File: src/rtl/rd_arb_pkg.sv
`default_nettype none
// ============================================================================
// Module   : rd_arb_pkg
// Purpose  : Shared widths, AR payload type and arbiter state encoding.
// Revision : 1.0
// ============================================================================
package rd_arb_pkg;

    localparam int ADRW = 40;
    localparam int LENW = 8;
    localparam int DW   = 64;

    typedef struct packed {
        logic [ADRW-1:0] adr;
        logic [LENW-1:0] len;
    } ar_t;

    typedef enum logic [0:0] {
        ST_IDLE  = 1'b0,
        ST_ISSUE = 1'b1
    } ar_state_e;

endpackage
`default_nettype wire

File: src/rtl/rd_route_fifo.sv
`default_nettype none
// ============================================================================
// Module   : rd_route_fifo
// Purpose  : Sync FIFO of requester indices, one entry per outstanding burst.
// Revision : 1.0
// ============================================================================
module rd_route_fifo #(
    parameter int W = 2,
    parameter int D = 4
) (
    input  logic                   aclk,
    input  logic                   arst_n,
    input  logic                   push,
    input  logic [W-1:0]           push_data,
    input  logic                   pop,
    output logic [W-1:0]           head,
    output logic [$clog2(D+1)-1:0] count,
    output logic                   full,
    output logic                   empty
);

    localparam int PW = $clog2(D);
    localparam int CW = $clog2(D+1);

    logic [W-1:0]  mem_q [D];
    logic [PW-1:0] wr_ptr_q, wr_ptr_d;
    logic [PW-1:0] rd_ptr_q, rd_ptr_d;
    logic [CW-1:0] count_q, count_d;
    logic          w_push, w_pop;

    assign w_push = push && !full;
    assign w_pop  = pop && !empty;

    // D is a power of two, so the pointers wrap naturally
    always_comb begin
        wr_ptr_d = wr_ptr_q;
        rd_ptr_d = rd_ptr_q;
        count_d  = count_q;
        if (w_push) wr_ptr_d = wr_ptr_q + PW'(1);
        if (w_pop)  rd_ptr_d = rd_ptr_q + PW'(1);
        case ({w_push, w_pop})
            2'b10:   count_d = count_q + CW'(1);
            2'b01:   count_d = count_q - CW'(1);
            default: count_d = count_q;
        endcase
    end

    always_ff @(posedge aclk) begin
        if (!arst_n) begin
            wr_ptr_q <= '0;
            rd_ptr_q <= '0;
            count_q  <= '0;
        end else begin
            wr_ptr_q <= wr_ptr_d;
            rd_ptr_q <= rd_ptr_d;
            count_q  <= count_d;
        end
    end

    always_ff @(posedge aclk) begin
        if (w_push) mem_q[wr_ptr_q] <= push_data;
    end

    assign head  = mem_q[rd_ptr_q];
    assign count = count_q;
    assign full  = (count_q == CW'(D));
    assign empty = (count_q == '0);

endmodule
`default_nettype wire

File: src/rtl/rd_cache_arb.sv
`default_nettype none
// ============================================================================
// Module   : rd_cache_arb
// Purpose  : Round-robin AXI4 read arbiter; R beats routed back in issue order.
// Revision : 1.0
// ============================================================================
module rd_cache_arb
    import rd_arb_pkg::*;
#(
    parameter int NR     = 4,
    parameter int MAXOUT = 4
) (
    input  logic                        aclk,
    input  logic                        arst_n,
    input  logic [NR*ADRW-1:0]          s_araddr,
    input  logic [NR*LENW-1:0]          s_arlen,
    input  logic [NR-1:0]               s_arvalid,
    output logic [NR-1:0]               s_arready,
    output logic [DW-1:0]               s_rdata,
    output logic [NR-1:0]               s_rvalid,
    output logic [NR-1:0]               s_rlast,
    input  logic [NR-1:0]               s_rready,
    output logic [ADRW-1:0]             m_araddr,
    output logic [LENW-1:0]             m_arlen,
    output logic                        m_arvalid,
    input  logic                        m_arready,
    input  logic [DW-1:0]               m_rdata,
    input  logic                        m_rvalid,
    input  logic                        m_rlast,
    output logic                        m_rready,
    output logic [$clog2(MAXOUT+1)-1:0] outst
);

    localparam int IDW = $clog2(NR);
    localparam int OW  = $clog2(MAXOUT+1);

    ar_state_e      state_q, state_d;
    logic [IDW-1:0] gnt_q, gnt_d;
    logic [IDW-1:0] last_gnt_q, last_gnt_d;
    ar_t            ar_q, ar_d;
    logic           arvalid_q, arvalid_d;

    logic [IDW-1:0] w_pick, w_head;
    logic [OW-1:0]  w_count;
    logic           w_full, w_empty, w_push, w_pop;

    // Rotate so the requester after last grant sits at bit 0, take the lowest
    // set bit, then rotate the index back.
    function automatic logic [IDW-1:0] rr_pick(input logic [NR-1:0]  req,
                                               input logic [IDW-1:0] last);
        logic [2*NR-1:0] dbl;
        logic [NR-1:0]   rot;
        int              sel;
        int              off;
        dbl = {req, req};
        rot = NR'(dbl >> (int'(last) + 1));
        sel = 0;
        for (int i = NR-1; i >= 0; i--) begin
            if (rot[i]) sel = i;
        end
        off = (sel + int'(last) + 1) % NR;
        return IDW'(off);
    endfunction

    assign w_pick = rr_pick(s_arvalid, last_gnt_q);
    assign w_push = (state_q == ST_ISSUE) && m_arready;

    always_comb begin
        state_d    = state_q;
        gnt_d      = gnt_q;
        last_gnt_d = last_gnt_q;
        ar_d       = ar_q;
        arvalid_d  = arvalid_q;
        case (state_q)
            ST_IDLE: begin
                // Registered occupancy: a pop this cycle cannot free a slot yet
                if (|s_arvalid && !w_full) begin
                    gnt_d     = w_pick;
                    ar_d.adr  = s_araddr[ADRW*w_pick +: ADRW];
                    ar_d.len  = s_arlen[LENW*w_pick +: LENW];
                    arvalid_d = 1'b1;
                    state_d   = ST_ISSUE;
                end
            end
            ST_ISSUE: begin
                if (m_arready) begin
                    arvalid_d  = 1'b0;
                    last_gnt_d = gnt_q;
                    state_d    = ST_IDLE;
                end
            end
            default: state_d = ST_IDLE;
        endcase
    end

    always_ff @(posedge aclk) begin
        if (!arst_n) begin
            state_q    <= ST_IDLE;
            gnt_q      <= '0;
            last_gnt_q <= IDW'(NR-1);
            ar_q       <= '0;
            arvalid_q  <= 1'b0;
        end else begin
            state_q    <= state_d;
            gnt_q      <= gnt_d;
            last_gnt_q <= last_gnt_d;
            ar_q       <= ar_d;
            arvalid_q  <= arvalid_d;
        end
    end

    rd_route_fifo #(
        .W (IDW),
        .D (MAXOUT)
    ) u_route_fifo (
        .aclk      (aclk),
        .arst_n    (arst_n),
        .push      (w_push),
        .push_data (gnt_q),
        .pop       (w_pop),
        .head      (w_head),
        .count     (w_count),
        .full      (w_full),
        .empty     (w_empty)
    );

    assign m_araddr  = ar_q.adr;
    assign m_arlen   = ar_q.len;
    assign m_arvalid = arvalid_q;
    assign s_arready = w_push ? (NR'(1) << gnt_q) : '0;

    // With no burst outstanding a stray beat is held off and routed nowhere
    assign s_rvalid = w_empty ? '0 : (NR'(m_rvalid) << w_head);
    assign s_rlast  = w_empty ? '0 : (NR'(m_rvalid && m_rlast) << w_head);
    assign m_rready = !w_empty && s_rready[w_head];
    assign w_pop    = m_rvalid && m_rready && m_rlast;
    assign s_rdata  = m_rdata;
    assign outst    = w_count;

endmodule
`default_nettype wire

File: config.mk
export PLATFORM = sky130hd
export DESIGN_NAME = rd_cache_arb
export DESIGN_NICKNAME = d
export VERILOG_FILES = /design/src/rtl/rd_arb_pkg.sv /design/src/rtl/rd_route_fifo.sv /design/src/rtl/rd_cache_arb.sv
export SDC_FILE = /design/constraint.sdc
export NUM_CORES = 1
export LEC_CHECK = 0
export ABC_AREA = 1
export CAP_MARGIN = 25
export CELL_PAD_IN_SITES_DETAIL_PLACEMENT = 0
export CELL_PAD_IN_SITES_GLOBAL_PLACEMENT = 1
export CORE_MARGIN = 4
export CORE_UTILIZATION = 22
export CTS_BUF_LIST = sky130_fd_sc_hd__clkbuf_4 sky130_fd_sc_hd__clkbuf_8 sky130_fd_sc_hd__clkbuf_16
export DETAILED_ROUTE_END_ITERATION = 8
export PLACE_DENSITY = 0.85
export SKIP_LAST_GASP = 1
export SYNTH_ARGS = -nofsm -noshare
export SYNTH_HDL_FRONTEND = slang
export SYNTH_SLANG_ARGS = --single-unit
export TNS_END_PERCENT = 100
File: constraint.sdc
create_clock -name aclk -period 2.9 [get_ports aclk]
set_input_delay 0.58 -clock aclk [delete_from_list [all_inputs] [get_ports aclk]]
set_output_delay 0.58 -clock aclk [all_outputs]
set_load 0.05 [all_outputs]
==> reports/qor.csv <==
stage,metric,value,unit
logic_synthesis,ys_types,23,
pwr,internal-power,2786,uW
detailed_routing,drt_iter0_markers,204,
logic_synthesis,syn_avg_cell_area,5.891,sq um
min_path,hold_class,flip-flop to flip-flop,
setup_path,cp_max_fo,7,
place,dp_hpwl,14440,um
setup_path,critPathCaptureType,flip-flop,
logic_synthesis,synthMostInstantiatedCell,nand2_1,
clock_network,cts_resized,0,
run_status,run_status,completed,
logic_synthesis,synthFlopType,dfxtp_1,
run,max_cap_violations,0,
pwr,pwr-share-seq,0.255,
logic_synthesis,synth_top_family_by_area,simple AND/OR/NAND/NOR gates,
floorplan,dieArea,27430,sq um
global_routing,grt_use_total,0.1371,
clock_network,cts-buffers-inserted,9,
finish,antenna_cells,0,
floorplan,start_util,0.2241,
logic_synthesis,syn_nets,1204,
place,globalplace.congestion,0.8003,
logic_synthesis,netlist_area,5466,sq um
setup_path,crit_chain,"inv_1, nand2_1, nand3_1, nand3b_1, nand3_1, nand2_1, nand2_1, inv_1, ha_1, inv_1, fa_1, a21oi_1, o21ai_0, o21ai_0, a21oi_1",
finish,nets,1377,
setup_path,required,3.12,ns
global_routing,grt_max_degree,97,
finish,layout-drive-gt1-share,0.04521,
detailed_routing,dr_wl_met3,1513,um
clock_network,tritoncts,done,
logic_synthesis,synth-edff-count,8,
pwr,comb_power_share,0.505,
timing,relSlewSlack,0.5620,
detailed_routing,firstDrtPassIters,5,
timing,tightest_slew,0.6570,ns
timing,finClkSkew,0.007205,ns
pwr,p_sw,2054,uW
detailed_routing,drt-met1-wl,8180,um
setup_path,startpoint_type,flip-flop,
pwr,power.share.clock,0.240,
pwr,swShare,0.4243,
place,dp_slack,0.1488,ns
logic_synthesis,ys_top_cells_by_area,"nand2_1 (30%), dfxtp_1 (23%), nand3_1 (11%)",
detailed_routing,wl_met2,9270,um
pwr,leakagePower,0.004079,uW
setup_path,cpMaxStageDelayCell,dfxtp_1,
logic_synthesis,synth_cells,928,
setup_path,critPathTopFamily,simple AND/OR/NAND/NOR gates,
place,place_inst,1414,
detailed_routing,maxUsedRoutingLayer,met4,
logic_synthesis,ys_ff_latch,71,
timing,setup_slack,0.3673,ns
clock_network,cts_setup_buffers,0,
logic_synthesis,yosys_warnings,0,
place,portBuffers,269,
floorplan,io_pins,398,
logic_synthesis,synth-xor-area-share,0.003204,
logic_synthesis,synthAdderAreaFrac,0.01740,
global_routing,grt_pass1_wl,30800,um
floorplan,die_y,165.6,um
detailed_routing,dr_total_vias,6001,
global_routing,first_global_vias,5824,
floorplan,coreArea,24390,sq um
setup_path,reg2reg_slack,0.37,ns
detailed_routing,ant_nets,0,
logic_synthesis,synth_compound_area_frac,0.08698,
detailed_routing,detail_route.wirelength,19400,um
clock_network,htree_num_levels,3,
clock_network,clk_pin_slew,0.06,ns
timing,period_needed,2.533,ns
logic_synthesis,seq_area_frac_synth,0.2747,
finish,instances_no_fill,1430,
clock_network,clockBufferDepth,2,
finish,fillCellCount,2691,
floorplan,num_rows,57,
logic_synthesis,synth_simple_gate_area_share,0.4276,
finish,synthToLayoutAreaGrowth,53.42,%
pwr,p_per_area,577.1,nW/um^2
setup_path,timing_worst_setup_path_type,flip-flop to flip-flop,
clock_network,clock-root-buffer,clkbuf_16,
logic_synthesis,synth_top_area_share,0.2953,
timing,report.final.slew_viol_count,0,
clock_network,cts_sinks,71,
global_routing,overflow,0,
logic_synthesis,async_reset_ff_frac,0,
logic_synthesis,muxShareOfSynthArea,0,
timing,hold_viol,0,
finish,final_util,0.3438,
clock_network,insertion_delay,0.34,ns
timing,finalSetupTns,0,ns
detailed_routing,drc,0,
clock_network,ctsHoldBuffers,0,
setup_path,arrival,2.75,ns
detailed_routing,avgRoutedWirePerCell,13.57,um
timing,rsz0062_at_grt,no,
pwr,irDropWorstVdd,0.0002520,V
setup_path,worst-path-buf-inv,3,
detailed_routing,vias_per_cell,4.197,
timing,min_period_over_period,0.8733,
floorplan,die_w,165.6,um
setup_path,cpPeakStageDelay,0.43,ns
global_routing,antenna_found_initial,0,
logic_synthesis,yosysTopAreaCell,nand2_1,
logic_synthesis,synth_top_cells_by_count,"nand2_1 (430), nand3_1 (115), inv_1 (78), buf_4 (68), dfxtp_1 (63)",
timing,setup_viol,0,
timing,max_freq,0.3948,GHz
## per-stage QoR
stage	total power [uW]	instance area [sq um]	hold WS, ns
2_1_floorplan	3025	5466	0.4556
3_3_place_gp	3724	8080	0.4679
3_5_place_dp	3731	8080	0.4752
4_1_cts	4942	8387	0.4839
5_1_grt	5208	8387	0.5186
6_report	4840	8387	0.4859
## worst register-to-register path, stage by stage (launching register included)
cell and delay [ns]:
dfxtp_1 0.43, inv_1 0.16, nand2_1 0.09, nand3_1 0.16, nand3b_1 0.15, nand3_1 0.08
nand2_1 0.11, nand2_1 0.09, inv_1 0.10, ha_1 0.15, inv_1 0.06, fa_1 0.38
a21oi_1 0.14, o21ai_0 0.11, o21ai_0 0.15, a21oi_1 0.05
## layout make-up
type,count,area (sq um),share of cell area
inverters,84,317.8,0.03789
clock inverters,6,67.56,0.008056
multi-input cells,656,2938,0.3503
well taps,324,405.4,0.04834
clock buffers,10,239.0,0.02849
flip-flops and latches,71,1501,0.1790
repair buffers,279,2918,0.3479
## state kept, by name, indices dropped and copies added (netlist names), named ones only
register	cells
m_araddr	40
m_arlen	8
u_route_fifo.mem_q	8
u_route_fifo.count	3
gnt_q	2
last_gnt_q	2
u_route_fifo.rd_ptr_q	2
u_route_fifo.wr_ptr_q	2
m_arvalid	1
state_q	1
## placed cells by master, fill, tap and decap left out, drive strengths merged
master	n
clkinvlp	2
xor2	2
clkinv	3
nand3	116
clkbuf	10
nand2	432
edfxtp	8
buf	24
o21a	48
a21oi	11
bufinv	1
nor3	7
inv	84
clkdlybuf4s50	255
dfxtp	63
nand3b	2
fa	1
o211ai	2
o21ai	9
ha	6
nor2	20
## logic make-up (layout without fill, tap and decap cells)
group,after synthesis,in the layout
buffers and inverters,201,379
XOR/XNOR,2,2
adder cells (fa/ha/maj),7,7
AO/OA/AOI/OAI,70,70
flip-flops,71,71
AND/OR/NAND/NOR,577,577
## metal layers
metal,up-vias,GRT usage
li1,3157,-
met1,2618,0.1586
met2,185,0.2346
met3,41,0.05172
met4,0,0.04448
met5,-,0
## power by group through the flow
stage | clock (uW) | combinational [uW] | sequential, uW
after floorplan | 0 | 1350 | 1680
after global placement | 0 | 2480 | 1250
after detailed placement | 0 | 2480 | 1250
after CTS | 1220 | 2490 | 1230
after global routing | 1240 | 2710 | 1250
final | 1160 | 2450 | 1230
## final timing paths
check / start / end / depth (start not counted)
setup reg to reg: flip-flop / u_route_fifo.count[2]$_SDFFE_PN0P_ / 15
hold / removal: state_q$_SDFF_PN0_ / state_q$_SDFF_PN0_ / 2
hold reg to reg: state_q$_SDFF_PN0_ / state_q$_SDFF_PN0_ / 2
setup / recovery: flip-flop / u_route_fifo.count[2]$_SDFFE_PN0P_ / 15
Note: power is estimated with default switching activity, not from simulation.
